File: src/rtl/fetch_pkg.sv
// Shared definitions for the fetch stage: widths, state encoding, branch-target LUT.
package fetch_pkg;

   localparam int unsigned D     = 10;
   localparam int unsigned L     = 5;
   localparam int unsigned OFF_W = 6;
   localparam int unsigned LUT_N = 2 ** L;

   typedef enum logic [1:0] {
      IDLE = 2'd0,
      RUN  = 2'd1,
      DONE = 2'd2
   } state_e;

   // Absolute jump targets shared with the assembler; entry 3 is the canonical 100.
   localparam logic [D-1:0] BRANCH_LUT [LUT_N] = '{
      10'd0,    10'd16,   10'd48,   10'd100,
      10'd128,  10'd160,  10'd200,  10'd256,
      10'd300,  10'd320,  10'd384,  10'd400,
      10'd448,  10'd500,  10'd512,  10'd576,
      10'd600,  10'd640,  10'd700,  10'd704,
      10'd768,  10'd800,  10'd832,  10'd896,
      10'd900,  10'd960,  10'd1000, 10'd1008,
      10'd1016, 10'd1020, 10'd1022, 10'd1023
   };

endpackage

File: src/rtl/fetch_ctrl_branch_lut.sv
// Combinational branch-target lookup from the shared constant table.
module branch_lut
   import fetch_pkg::*;
(
   input  logic [L-1:0] idx,
   output logic [D-1:0] target_c
);

   // Pure table read; no state.
   always_comb begin
      target_c = BRANCH_LUT[idx];
   end

endmodule

File: src/rtl/fetch_ctrl.sv
// Program counter and fetch sequencer feeding the instruction ROM.
module fetch_ctrl
   import fetch_pkg::*;
#(
   parameter int unsigned CW = 16
) (
   input  logic             clk,
   input  logic             reset_n,
   input  logic             start,
   input  logic             stall,
   input  logic             halt_req,
   input  logic             branch_en,
   input  logic [OFF_W-1:0] branch_off,
   input  logic             jump_en,
   input  logic [L-1:0]     jump_idx,
   output logic [D-1:0]     prog_ctr,
   output logic             running,
   output logic             done,
   output logic [CW-1:0]    fetch_cnt
);

   state_e          state_q, state_d;
   logic [D-1:0]    prog_ctr_q, prog_ctr_d;
   logic [CW-1:0]   fetch_cnt_q, fetch_cnt_d;
   logic            running_q, running_d;
   logic            done_q, done_d;
   logic [D-1:0]    lut_target_c;
   logic [D-1:0]    off_ext;
   logic [CW-1:0]   cnt_inc;

   branch_lut u_branch_lut (
      .idx      (jump_idx),
      .target_c (lut_target_c)
   );

   // Sign-extended branch offset and saturating retire count.
   always_comb begin
      off_ext = {{(D - OFF_W){branch_off[OFF_W-1]}}, branch_off};
      cnt_inc = (fetch_cnt_q == {CW{1'b1}}) ? fetch_cnt_q : fetch_cnt_q + CW'(1);
   end

   // Next-state and next-PC selection: start > stall > halt > jump > branch > increment.
   always_comb begin
      state_d     = state_q;
      prog_ctr_d  = prog_ctr_q;
      fetch_cnt_d = fetch_cnt_q;
      if (start) begin
         state_d     = RUN;
         prog_ctr_d  = '0;
         fetch_cnt_d = '0;
      end else begin
         case (state_q)
            RUN: begin
               if (!stall) begin
                  fetch_cnt_d = cnt_inc;
                  if (halt_req) begin
                     state_d = DONE;
                  end else if (jump_en) begin
                     prog_ctr_d = lut_target_c;
                  end else if (branch_en) begin
                     prog_ctr_d = prog_ctr_q + off_ext;
                  end else begin
                     prog_ctr_d = prog_ctr_q + D'(1);
                  end
               end
            end
            default: begin
            end
         endcase
      end
      running_d = (state_d == RUN);
      done_d    = (state_d == DONE);
   end

   // State and datapath registers with synchronous active-low reset.
   always_ff @(posedge clk) begin
      if (!reset_n) begin
         state_q     <= IDLE;
         prog_ctr_q  <= '0;
         fetch_cnt_q <= '0;
         running_q   <= 1'b0;
         done_q      <= 1'b0;
      end else begin
         state_q     <= state_d;
         prog_ctr_q  <= prog_ctr_d;
         fetch_cnt_q <= fetch_cnt_d;
         running_q   <= running_d;
         done_q      <= done_d;
      end
   end

   assign prog_ctr  = prog_ctr_q;
   assign running   = running_q;
   assign done      = done_q;
   assign fetch_cnt = fetch_cnt_q;

endmodule

File: config.mk
export PLATFORM = sky130hd
export DESIGN_NAME = fetch_ctrl
export DESIGN_NICKNAME = d
export VERILOG_FILES = /design/src/rtl/fetch_pkg.sv /design/src/rtl/fetch_ctrl_branch_lut.sv /design/src/rtl/fetch_ctrl.sv
export SDC_FILE = /design/constraint.sdc
export NUM_CORES = 1
export LEC_CHECK = 0
export CAP_MARGIN = 20
export CELL_PAD_IN_SITES_DETAIL_PLACEMENT = 1
export CELL_PAD_IN_SITES_GLOBAL_PLACEMENT = 1
export CORE_ASPECT_RATIO = 1.4
export CORE_MARGIN = 3
export CORE_UTILIZATION = 41
export DETAILED_ROUTE_END_ITERATION = 16
export GPL_TIMING_DRIVEN = 1
export PLACE_DENSITY_LB_ADDON = 0.3
export SLEW_MARGIN = 10
export SYNTH_ARGS = -nofsm -noshare
export SYNTH_HDL_FRONTEND = slang
export SYNTH_HIERARCHICAL = 1
export SYNTH_SLANG_ARGS = --single-unit
File: constraint.sdc
create_clock -name clk -period 4.6 [get_ports clk]
set_input_delay 0.92 -clock clk [delete_from_list [all_inputs] [get_ports clk]]
set_output_delay 0.92 -clock clk [all_outputs]
set_load 0.02 [all_outputs]
==> results of run 1 <==
[power breakdown]
part | switching, mW | internal, mW | leakage [nW]
logic | 0.0582 | 0.0483 | 0.756
registers | 0.00315 | 0.263 | 0.242
clock network | 0.103 | 0.101 | 0.0438
total | 0.165 | 0.412 | 1.04
[worst max-delay path, cell delays in order]
cell and delay, ns:
sky130_fd_sc_hd__clkdlybuf4s50_1 0.64, sky130_fd_sc_hd__and2_1 0.23, sky130_fd_sc_hd__ha_1 0.26, sky130_fd_sc_hd__a211oi_1 0.31, sky130_fd_sc_hd__o21ai_1 0.22, sky130_fd_sc_hd__nor3b_1 0.20, sky130_fd_sc_hd__or4b_1 0.51, sky130_fd_sc_hd__a31oi_1 0.14
[layout make-up]
cell class                 count  share of cell area (%)
timing repair buffer          48                    16.7
multi-input combinational    235                    56.5
tap                           66                    2.87
clock inverter                 2                   0.348
inverter                       3                   0.391
sequential                    30                    20.9
clock buffer                   5                    2.39
[routing by layer]
| metal | vias up | share of wire (%) | routed length, µm | global-route usage (%) |
|---|---|---|---|---|
| li1 | 1123 | - | - | - |
| met1 | 1117 | 43 | 2660 | 20.8 |
| met2 | 36 | 53 | 3230 | 36.1 |
| met3 | 4 | 2.7 | 168 | 2.64 |
| met4 | 0 | 0.83 | 51 | 5.27 |
| met5 | - | 0 | 0 | 0 |
[sequential cells by signal, summed over array words and instances, names as in the netlist]
name / cells
running: 1
done: 1
fetch_cnt: 16
prog_ctr: 10
state_q: 2
[logic make-up after synthesis]
kind of cell    count (synthesis)  synth area share, %
compound gates                 76                 21.4
simple gates                  119                 29.6
mux                             9                 4.30
buf+inv                        18                 4.35
fa+ha+maj                      16                 8.92
flops                          30                 25.8
xor+xnor                       15                 5.65
[synth_stat cells, drive strengths merged, types with 3 or more instances]
master	number
dfxtp	30
nor2	26
nand2	20
a21oi	18
o21ai	18
ha	15
nand3	14
xnor2	9
buf	8
clkbuf	7
mux2i	7
nor3	7
a21o	6
xor2	6
a211oi	5
and2	5
nand2b	5
nor2b	5
or2	5
a31oi	4
and3	4
nand4	4
o211ai	4
inv	3
nand4b	3
nor3b	3
nor4	3
o21bai	3
o311ai	3
[path summary, 6_finish.rpt]
check,to,startpoint,cells past startpoint
worst max-delay path,prog_ctr[7],branch_en,8
worst min-delay path,prog_ctr[2],prog_ctr[2],2
worst max register to register,prog_ctr[8],prog_ctr[0],7
worst min register to register,prog_ctr[2],prog_ctr[2],2
==> metrics.sh, run 1 <==
FP.DIEAREA_UM2=6630
POST_CTS_BUFFERS=0
FOOTPRINT_OF_THE_MULTI_INPUT_GATES_UM2=1630
SYN_AREA_PER_CELL_UM2=8.22
GPL.FINAL_WEIGHTED_CONGESTION=0.860
CHIPHEIGHT_UM=95.1
AREA_GROWTH_SYN_TO_LAYOUT_PCT=23.7
DRIVE_ABOVE_1_SHARE_PCT=7.74
TOTAL_LEAKAGE_POWER_nW=1.04
CORE.ROWCOUNT=31
CTS-ROOT-TO-SINK-BUFFERS=2
DPL_WORST_SLACK_NS=1.02
ARRIVAL_NS=3.43
GRT_START_MAX_NET_PINS=27
WORSTSKEWPAIRLATENCY_NS=0.28
FINAL_DESIGN_AREA_NO_FILL_UM2=2880
DRT-TOTAL-WL_UM=6110
RESULT_OF_THE_RUN='finished clean'
FIN_SETUP_TNS_NS=0
ANTENNA_CELLS=0
FILLER_CELL_COUNT=654
FINAL.PERIOD_UTILIZATION_PCT=70.0
CP.REQUIRED_NS=4.81
CTS_MADE_BUFFERS=5
FINALCRITICALPERIOD_NS=3.22
YOSYSUNIQUECELLTYPES=64
SYNTH_TOP_CELLS_BY_AREA='sky130_fd_sc_hd__dfxtp_1 26%, sky130_fd_sc_hd__ha_1 8.1%, sky130_fd_sc_hd__nor2_1 4.0%'
R2R_SLACK_NS=2.46
GRT_FIRST_PASS_WIRELENGTH_UM=10100
SYNTH_SEQ_AREA_SHARE_PCT=25.8
UTILIZATION_PCT=54.2
CRIT_FANOUT=9
WORSTSETUPENDPOINTTYPE='register'
TIMING.CLOCK.SKEW_NS=0.00435
INITIAL_CORE_UTIL_PCT=43.8
TOTAL_POWER_mW=0.577
WORST_HOLD_PATH_TYPE='reg2reg'
SYNTHESIS.INSTANCES=283
GRT_ANTENNA_BEFORE_REPAIR=0
FLOORPLAN.IO_PINS=46
WL_PER_CELL_UM=15.7
OVERFLOW_LEFT_AFTER_GLOBAL_ROUTING=0
DP_HPWL_UM=4580
CLOCK-ROOT-BUFFER='sky130_fd_sc_hd__clkbuf_8'
PLACE.PORT_BUFFERS=45
H-TREE-DEPTH=2
LEADING_CELL_TYPE_IN_THE_LAYOUT_FILL_AND_TAPS_EXCLUDED='sky130_fd_sc_hd__clkdlybuf4s50_1'
CLOCK.FMAX_MHz=311
LAYOUT_SETUP_WS_NS=1.38
FIN_WORST_HOLD_SLACK_NS=0.488
SYNTHESIS.NETS=317
SLEW_VIOL_FINAL=0
MOSTFREQUENTLAYOUTCELLS='45 x sky130_fd_sc_hd__clkdlybuf4s50_1, 30 x sky130_fd_sc_hd__dfxtp_1, 25 x sky130_fd_sc_hd__nor2_1, 20 x sky130_fd_sc_hd__nand2_1, 18 x sky130_fd_sc_hd__a21oi_1'
YOSYS.AREA.TOP_TYPE='sky130_fd_sc_hd__dfxtp_1'
IR_WORST_VDD_V=0.000120
ROUTE.ANTENNA.REMAINING_NETS=0
DR.PASS1.ITERS=4
REPORT.FINAL.HOLD_VIOL_COUNT=0
CELL_AREA_AFTER_TECHNOLOGY_MAPPING_UM2=2330
YOSYSWARNINGCOUNT=6
GR-USAGE-ALL-LAYERS_PCT=18.5
VIA_COUNT=2280
WORSTSETUPSTARTPOINTTYPE='input port'
PLACE.DETAILED.INSTANCES=381
RSZ0062_AT_GRT='false'
LAYOUTNONFILLERINSTCOUNT=389
FIRST_GLOBAL_VIAS=2234
TIMING.MAX_CAP.VIOLATIONS=0
SYNTHDOMINANTCELLAREASHARE_PCT=25.8
PLACEMENT.CELL_AREA_UM2=2790
SEQ_AREA_UM2=601
YS_FF_LATCH=30
VIAS_PER_CELL=5.86
CTS.CLK_SLEW.WORST_PATHS_NS=0.06
TIMING.MAX_SLEW.REL_SLACK_PCT=42.3
WORST-SLEW-PIN-TRANSITION_NS=0.864
DIE_X_UM=69.7
ASR_FLOP_RATIO_SYNTH_PCT=0
CORE_REGION_UM2=5310
SYNTH_EDF_COUNT=0
DRC_ERRORS=0
CTS_HOLD_REPAIR.BUFFERS=0
LAYOUT.NETS=357
TIMING_WORST_SETUP_PATH_TYPE='in2reg'
CLOCK-SINKS=30
TRITONCTS='built'
FINAL-SETUP-VIOL-COUNT=0
POWER-PER-CELL-AREA_nW_PER_UM2=200
POST_CTS.RESIZED_INSTANCES=0
SYNTHFLOPTYPE='sky130_fd_sc_hd__dfxtp_1'
DETAILEDROUTE.FIRSTITERATIONVIOLATIONS=98
Power figures use the tool's default switching activity.
==> run 2: changes to the inputs <==
--- a/config.mk
+++ b/config.mk
@@ -10,7 +10,7 @@
 export CELL_PAD_IN_SITES_GLOBAL_PLACEMENT = 1
 export CORE_ASPECT_RATIO = 1.4
 export CORE_MARGIN = 3
-export CORE_UTILIZATION = 41
+export CORE_UTILIZATION = 38
 export DETAILED_ROUTE_END_ITERATION = 16
 export GPL_TIMING_DRIVEN = 1
 export PLACE_DENSITY_LB_ADDON = 0.3
==> constraint.sdc (replaced) <==
create_clock -name clk -period 3.4 [get_ports clk]
set_input_delay 0.68 -clock clk [delete_from_list [all_inputs] [get_ports clk]]
set_output_delay 0.68 -clock clk [all_outputs]
set_load 0.02 [all_outputs]
==> metrics.sh, run 2 (synthesized netlist as in run 1, its figures left out) <==
INITIAL_CORE_UTIL_PCT=39.4
UTILIZATION_PCT=49.6
OVERFLOW_LEFT_AFTER_GLOBAL_ROUTING=0
TIMING_WORST_SETUP_PATH_TYPE='in2reg'
LAYOUT.NETS=362
LEADING_CELL_TYPE_IN_THE_LAYOUT_FILL_AND_TAPS_EXCLUDED='sky130_fd_sc_hd__clkdlybuf4s50_1'
IR_WORST_VDD_V=0.000107
FINAL.PERIOD_UTILIZATION_PCT=91.2
GRT_ANTENNA_BEFORE_REPAIR=0
SLEW_VIOL_FINAL=0
FILLER_CELL_COUNT=728
FIN_WORST_HOLD_SLACK_NS=0.500
DPL_WORST_SLACK_NS=0.0670
GPL.FINAL_WEIGHTED_CONGESTION=0.796
TOTAL_LEAKAGE_POWER_nW=1.07
RESULT_OF_THE_RUN='finished clean'
DRC_ERRORS=0
CP.REQUIRED_NS=3.60
VIAS_PER_CELL=5.69
WORST_HOLD_PATH_TYPE='reg2reg'
PLACE.PORT_BUFFERS=45
CLOCK-SINKS=30
DIE_X_UM=72.1
CTS_MADE_BUFFERS=5
ARRIVAL_NS=3.30
LAYOUT_SETUP_WS_NS=0.300
DRIVE_ABOVE_1_SHARE_PCT=9.12
AREA_GROWTH_SYN_TO_LAYOUT_PCT=25.8
DRT-TOTAL-WL_UM=6440
GRT_START_MAX_NET_PINS=20
TRITONCTS='built'
TIMING.CLOCK.SKEW_NS=0.0104
PLACEMENT.CELL_AREA_UM2=2840
FINAL-SETUP-VIOL-COUNT=0
ANTENNA_CELLS=0
WORSTSKEWPAIRLATENCY_NS=0.29
CTS_HOLD_REPAIR.BUFFERS=0
POWER-PER-CELL-AREA_nW_PER_UM2=279
CTS.CLK_SLEW.WORST_PATHS_NS=0.07
VIA_COUNT=2272
WORSTSETUPENDPOINTTYPE='register'
ROUTE.ANTENNA.REMAINING_NETS=0
FIN_SETUP_TNS_NS=0
FIRST_GLOBAL_VIAS=2366
TOTAL_POWER_mW=0.816
CORE_REGION_UM2=5900
WORSTSETUPSTARTPOINTTYPE='input port'
SEQ_AREA_UM2=601
FP.DIEAREA_UM2=7110
POST_CTS_BUFFERS=0
CRIT_FANOUT=9
TIMING.MAX_CAP.VIOLATIONS=0
POST_CTS.RESIZED_INSTANCES=0
FOOTPRINT_OF_THE_MULTI_INPUT_GATES_UM2=1630
LARGEST_REGISTER_FF_COUNT=16
CLOCK.FMAX_MHz=323
GR-USAGE-ALL-LAYERS_PCT=19.2
MOSTFREQUENTLAYOUTCELLS='45 x sky130_fd_sc_hd__clkdlybuf4s50_1, 30 x sky130_fd_sc_hd__dfxtp_1, 25 x sky130_fd_sc_hd__nor2_1, 20 x sky130_fd_sc_hd__nand2_1, 18 x sky130_fd_sc_hd__a21oi_1'
CHIPHEIGHT_UM=98.6
DETAILEDROUTE.FIRSTITERATIONVIOLATIONS=70
WL_PER_CELL_UM=16.1
CORE.ROWCOUNT=33
GRT_FIRST_PASS_WIRELENGTH_UM=11000
TIMING.MAX_SLEW.REL_SLACK_PCT=59.1
H-TREE-DEPTH=2
FINAL_DESIGN_AREA_NO_FILL_UM2=2930
DP_HPWL_UM=5040
FLOORPLAN.IO_PINS=46
PLACE.DETAILED.INSTANCES=391
CLOCK-ROOT-BUFFER='sky130_fd_sc_hd__clkbuf_8'
CTS-ROOT-TO-SINK-BUFFERS=2
DR.PASS1.ITERS=3
RSZ0062_AT_GRT='false'
LAYOUTNONFILLERINSTCOUNT=399
REPORT.FINAL.HOLD_VIOL_COUNT=0
FINALCRITICALPERIOD_NS=3.10
WORST-SLEW-PIN-TRANSITION_NS=0.612
[run 2: cell types whose count changed in the layout (fill, tap and decap cells not counted)]
cell | before | now
sky130_fd_sc_hd__clkbuf_1 | 0 | 1
sky130_fd_sc_hd__buf_4 | 2 | 8
sky130_fd_sc_hd__buf_8 | 1 | 0
sky130_fd_sc_hd__clkbuf_8 | 5 | 6
sky130_fd_sc_hd__clkinv_2 | 2 | 1
[run 2: final cells by class]
class / count / share of cell area, %
tap: 70 / 2.99
sequential: 30 / 20.5
clock buffer: 7 / 2.95
multi-input combinational: 235 / 55.5
inverter: 3 / 0.385
timing repair buffer: 53 / 17.4
clock inverter: 1 / 0.171
[run 2: where the power goes]
part / leakage (nW) / switching, mW / internal, mW
Sequential: 0.242 / 0.00419 / 0.355
Clock: 0.0482 / 0.144 / 0.163
Combinational: 0.777 / 0.0804 / 0.0680
Total: 1.07 / 0.229 / 0.587
[run 2: path summary, 6_finish.rpt]
path               startpoint           to  slack [ns]  depth (start not counted)
setup / recovery    branch_en  prog_ctr[7]        0.30                          8
hold reg to reg   prog_ctr[2]  prog_ctr[2]        0.50                          2
hold / removal    prog_ctr[2]  prog_ctr[2]        0.50                          2
setup reg to reg  prog_ctr[1]  prog_ctr[7]        1.19                          6
[run 2: routing by layer]
| layer | part of all wire (%) | track usage [%] |
|---|---|---|
| met1 | 40 | 20.5 |
| met3 | 2.3 | 2.04 |
| met5 | 0 | 0 |
| met4 | 2.3 | 8.68 |
| met2 | 55 | 36.5 |
[run 2: worst max-delay path, stage by stage]
cell	delay [ns]
sky130_fd_sc_hd__clkdlybuf4s50_1	0.68
sky130_fd_sc_hd__and2_1	0.24
sky130_fd_sc_hd__ha_1	0.26
sky130_fd_sc_hd__a211oi_1	0.31
sky130_fd_sc_hd__o21ai_1	0.23
sky130_fd_sc_hd__a2111oi_0	0.56
sky130_fd_sc_hd__o21ai_0	0.15
sky130_fd_sc_hd__a31oi_1	0.19
==> run 3: changes to the inputs <==
--- a/config.mk
+++ b/config.mk
@@ -9,7 +9,6 @@
 export CELL_PAD_IN_SITES_DETAIL_PLACEMENT = 1
 export CELL_PAD_IN_SITES_GLOBAL_PLACEMENT = 1
 export CORE_ASPECT_RATIO = 1.4
-export CORE_MARGIN = 3
 export CORE_UTILIZATION = 38
 export DETAILED_ROUTE_END_ITERATION = 16
 export GPL_TIMING_DRIVEN = 1
==> metrics.sh, run 3 (synthesized netlist as in run 1, its figures left out) <==
IR_WORST_VDD_V=0.000143
WORSTSETUPSTARTPOINTTYPE='input port'
CLOCK.FMAX_MHz=325
FIRST_GLOBAL_VIAS=2187
AREA_GROWTH_SYN_TO_LAYOUT_PCT=24.9
SETUP.WORST_PATH.END='prog_ctr[7]'
REPORT.FINAL.HOLD_VIOL_COUNT=0
TIMING_WORST_SETUP_PATH_TYPE='in2reg'
SEQ_AREA_UM2=601
FILLER_CELL_COUNT=735
CORE.ROWCOUNT=33
FINAL-SETUP-VIOL-COUNT=0
DR.PASS1.ITERS=4
CORE_REGION_UM2=5860
TIMING.CLOCK.SKEW_NS=0.00464
CLOCK-SINKS=30
TOTAL_POWER_mW=0.782
ARRIVAL_NS=3.28
H-TREE-DEPTH=2
HOLD_PATH_DEPTH=2
CLOCK_POWER_SHARE_PCT=35.1
ROUTE.ANTENNA.REMAINING_NETS=0
TIMING.MAX_SLEW.REL_SLACK_PCT=44.7
R2R.WORST_PATH.CELLS=6
RESULT_OF_THE_RUN='finished clean'
PLACE.DETAILED.INSTANCES=390
INTPOWER_mW=0.560
TOTAL_LEAKAGE_POWER_nW=1.06
SHARE_COMB_OF_TOTAL_POWER_PCT=18.9
SEQUENTIALPOWERSHARE_PCT=46.0
CHIPHEIGHT_UM=94.6
CTS_HOLD_REPAIR.BUFFERS=0
R2R_SLACK_NS=1.16
FP.DIEAREA_UM2=6450
CLOCK-ROOT-BUFFER='sky130_fd_sc_hd__clkbuf_8'
FIN_SETUP_TNS_NS=0
POWER-PER-CELL-AREA_nW_PER_UM2=269
INITIAL_CORE_UTIL_PCT=39.7
WORSTPATHBUFFERINVERTERCOUNT=1
GR-USAGE-ALL-LAYERS_PCT=20.1
CRITICAL_PATH.MAX_STAGE_DELAY_NS=0.63
WORST_HOLD_PATH_TYPE='reg2reg'
GPL.FINAL_WEIGHTED_CONGESTION=0.808
CRIT-REG2REG-LAUNCH='prog_ctr[1]'
CRIT_FANOUT=9
TIMING.MAX_CAP.VIOLATIONS=0
DETAILEDROUTE.FIRSTITERATIONVIOLATIONS=74
DRT-TOTAL-WL_UM=6270
CRITICAL_PATH.TOP_DELAY_FAMILY='compound AO/OA/AOI/OAI gates'
GRT_START_MAX_NET_PINS=26
POWER.SWITCHING_FRACTION_PCT=28.4
DIE_X_UM=68.1
LEADING_CELL_TYPE_IN_THE_LAYOUT_FILL_AND_TAPS_EXCLUDED='sky130_fd_sc_hd__clkdlybuf4s50_1'
WORSTSKEWPAIRLATENCY_NS=0.28
R2R_END='prog_ctr[7]'
FINAL.PERIOD_UTILIZATION_PCT=90.4
TIMING.CRITICAL_PATH.FROM='branch_en'
WORST-SLEW-PIN-TRANSITION_NS=0.827
PLACE.PORT_BUFFERS=45
DP_HPWL_UM=4730
VIA_COUNT=2280
CTS.CLK_SLEW.WORST_PATHS_NS=0.06
LAYOUT.NETS=361
ANTENNA_CELLS=0
FLOORPLAN.IO_PINS=46
GRT_FIRST_PASS_WIRELENGTH_UM=9920
POST_CTS.RESIZED_INSTANCES=0
PATH_DEPTH=8
LARGEST_REGISTER_FF_COUNT=16
POST_CTS_BUFFERS=0
DRC_ERRORS=0
FINALCRITICALPERIOD_NS=3.07
GRT_ANTENNA_BEFORE_REPAIR=0
DPL_WORST_SLACK_NS=0.115
LAYOUTNONFILLERINSTCOUNT=397
CTS-ROOT-TO-SINK-BUFFERS=2
LAYOUT_SETUP_WS_NS=0.328
VIAS_PER_CELL=5.74
CTS_MADE_BUFFERS=5
SLEW_VIOL_FINAL=0
RSZ0062_AT_GRT='false'
CP_SLOWEST_CELL='sky130_fd_sc_hd__clkdlybuf4s50_1'
TRITONCTS='built'
WL_PER_CELL_UM=15.8
FIN_WORST_HOLD_SLACK_NS=0.490
WORSTPATHCELLLIST='clkdlybuf4s50_1, and2_1, ha_1, a211oi_1, o21ai_1, a2111oi_0, o21ai_0, a31oi_1'
DRIVE_ABOVE_1_SHARE_PCT=8.87
WORSTSETUPENDPOINTTYPE='register'
OVERFLOW_LEFT_AFTER_GLOBAL_ROUTING=0
MOSTFREQUENTLAYOUTCELLS='45 x sky130_fd_sc_hd__clkdlybuf4s50_1, 30 x sky130_fd_sc_hd__dfxtp_1, 25 x sky130_fd_sc_hd__nor2_1, 20 x sky130_fd_sc_hd__nand2_1, 18 x sky130_fd_sc_hd__a21oi_1'
NETSWITCHINGPOWER_mW=0.222
FOOTPRINT_OF_THE_MULTI_INPUT_GATES_UM2=1630
CP.REQUIRED_NS=3.60
-- run 3: cell count changes in the layout (fill, tap and decap cells not counted), sizes merged --
cell / delta
buf: -1
clkbuf: -2
clkinv: +1
-- run 3: worst min-delay path by stage --
stage,endpoint,from
2_1_floorplan,done,state_q[0]
3_3_place_gp,prog_ctr[2],prog_ctr[2]
3_5_place_dp,prog_ctr[2],prog_ctr[2]
4_1_cts,prog_ctr[2],prog_ctr[2]
5_1_grt,prog_ctr[2],prog_ctr[2]
6_report,prog_ctr[2],prog_ctr[2]
-- run 3: layout make-up --
| class | count | share of cell area [%] |
|---|---|---|
| multi-input combinational | 235 | 55.9 |
| sequential | 30 | 20.7 |
| timing repair buffer | 52 | 17.3 |
| tap | 70 | 3.01 |
| clock buffer | 5 | 2.37 |
| inverter | 3 | 0.387 |
| clock inverter | 2 | 0.344 |
-- run 3: worst reg2reg max path: cells and delay by family (launching register included) --
family	cells	cell delay [ns]
adders and majority gates	1	0.28
AOI/OAI and AO/OA	5	1.48
DFF	1	0.41
-- run 3: stage by stage --
stage               cell area [µm²]  util (%)
floorplan                      2330         -
global placement               2830      48.2
detailed placement             2830      48.2
CTS                            2910      49.6
global route                   2910      49.6
finish                         2910      49.6
-- run 3: power groups by stage --
stage | Clock (mW) | Sequential (mW) | Combinational [mW]
after floorplan | 0 | 0.370 | 0.0907
after global routing | 0.295 | 0.360 | 0.162
final | 0.274 | 0.360 | 0.148
after CTS | 0.286 | 0.360 | 0.148
after detailed placement | 0 | 0.368 | 0.147
after global placement | 0 | 0.368 | 0.143
-- run 3: per-layer routing --
layer / share of wire (%) / routed length [µm] / up-vias / GRT usage, %
met5: 0 / 0 / - / 0
met4: 1.4 / 86 / 0 / 7.47
met3: 3.2 / 200 / 8 / 2.54
met2: 53 / 3310 / 50 / 35.9
met1: 43 / 2680 / 1091 / 23.5
li1: - / - / 1131 / -
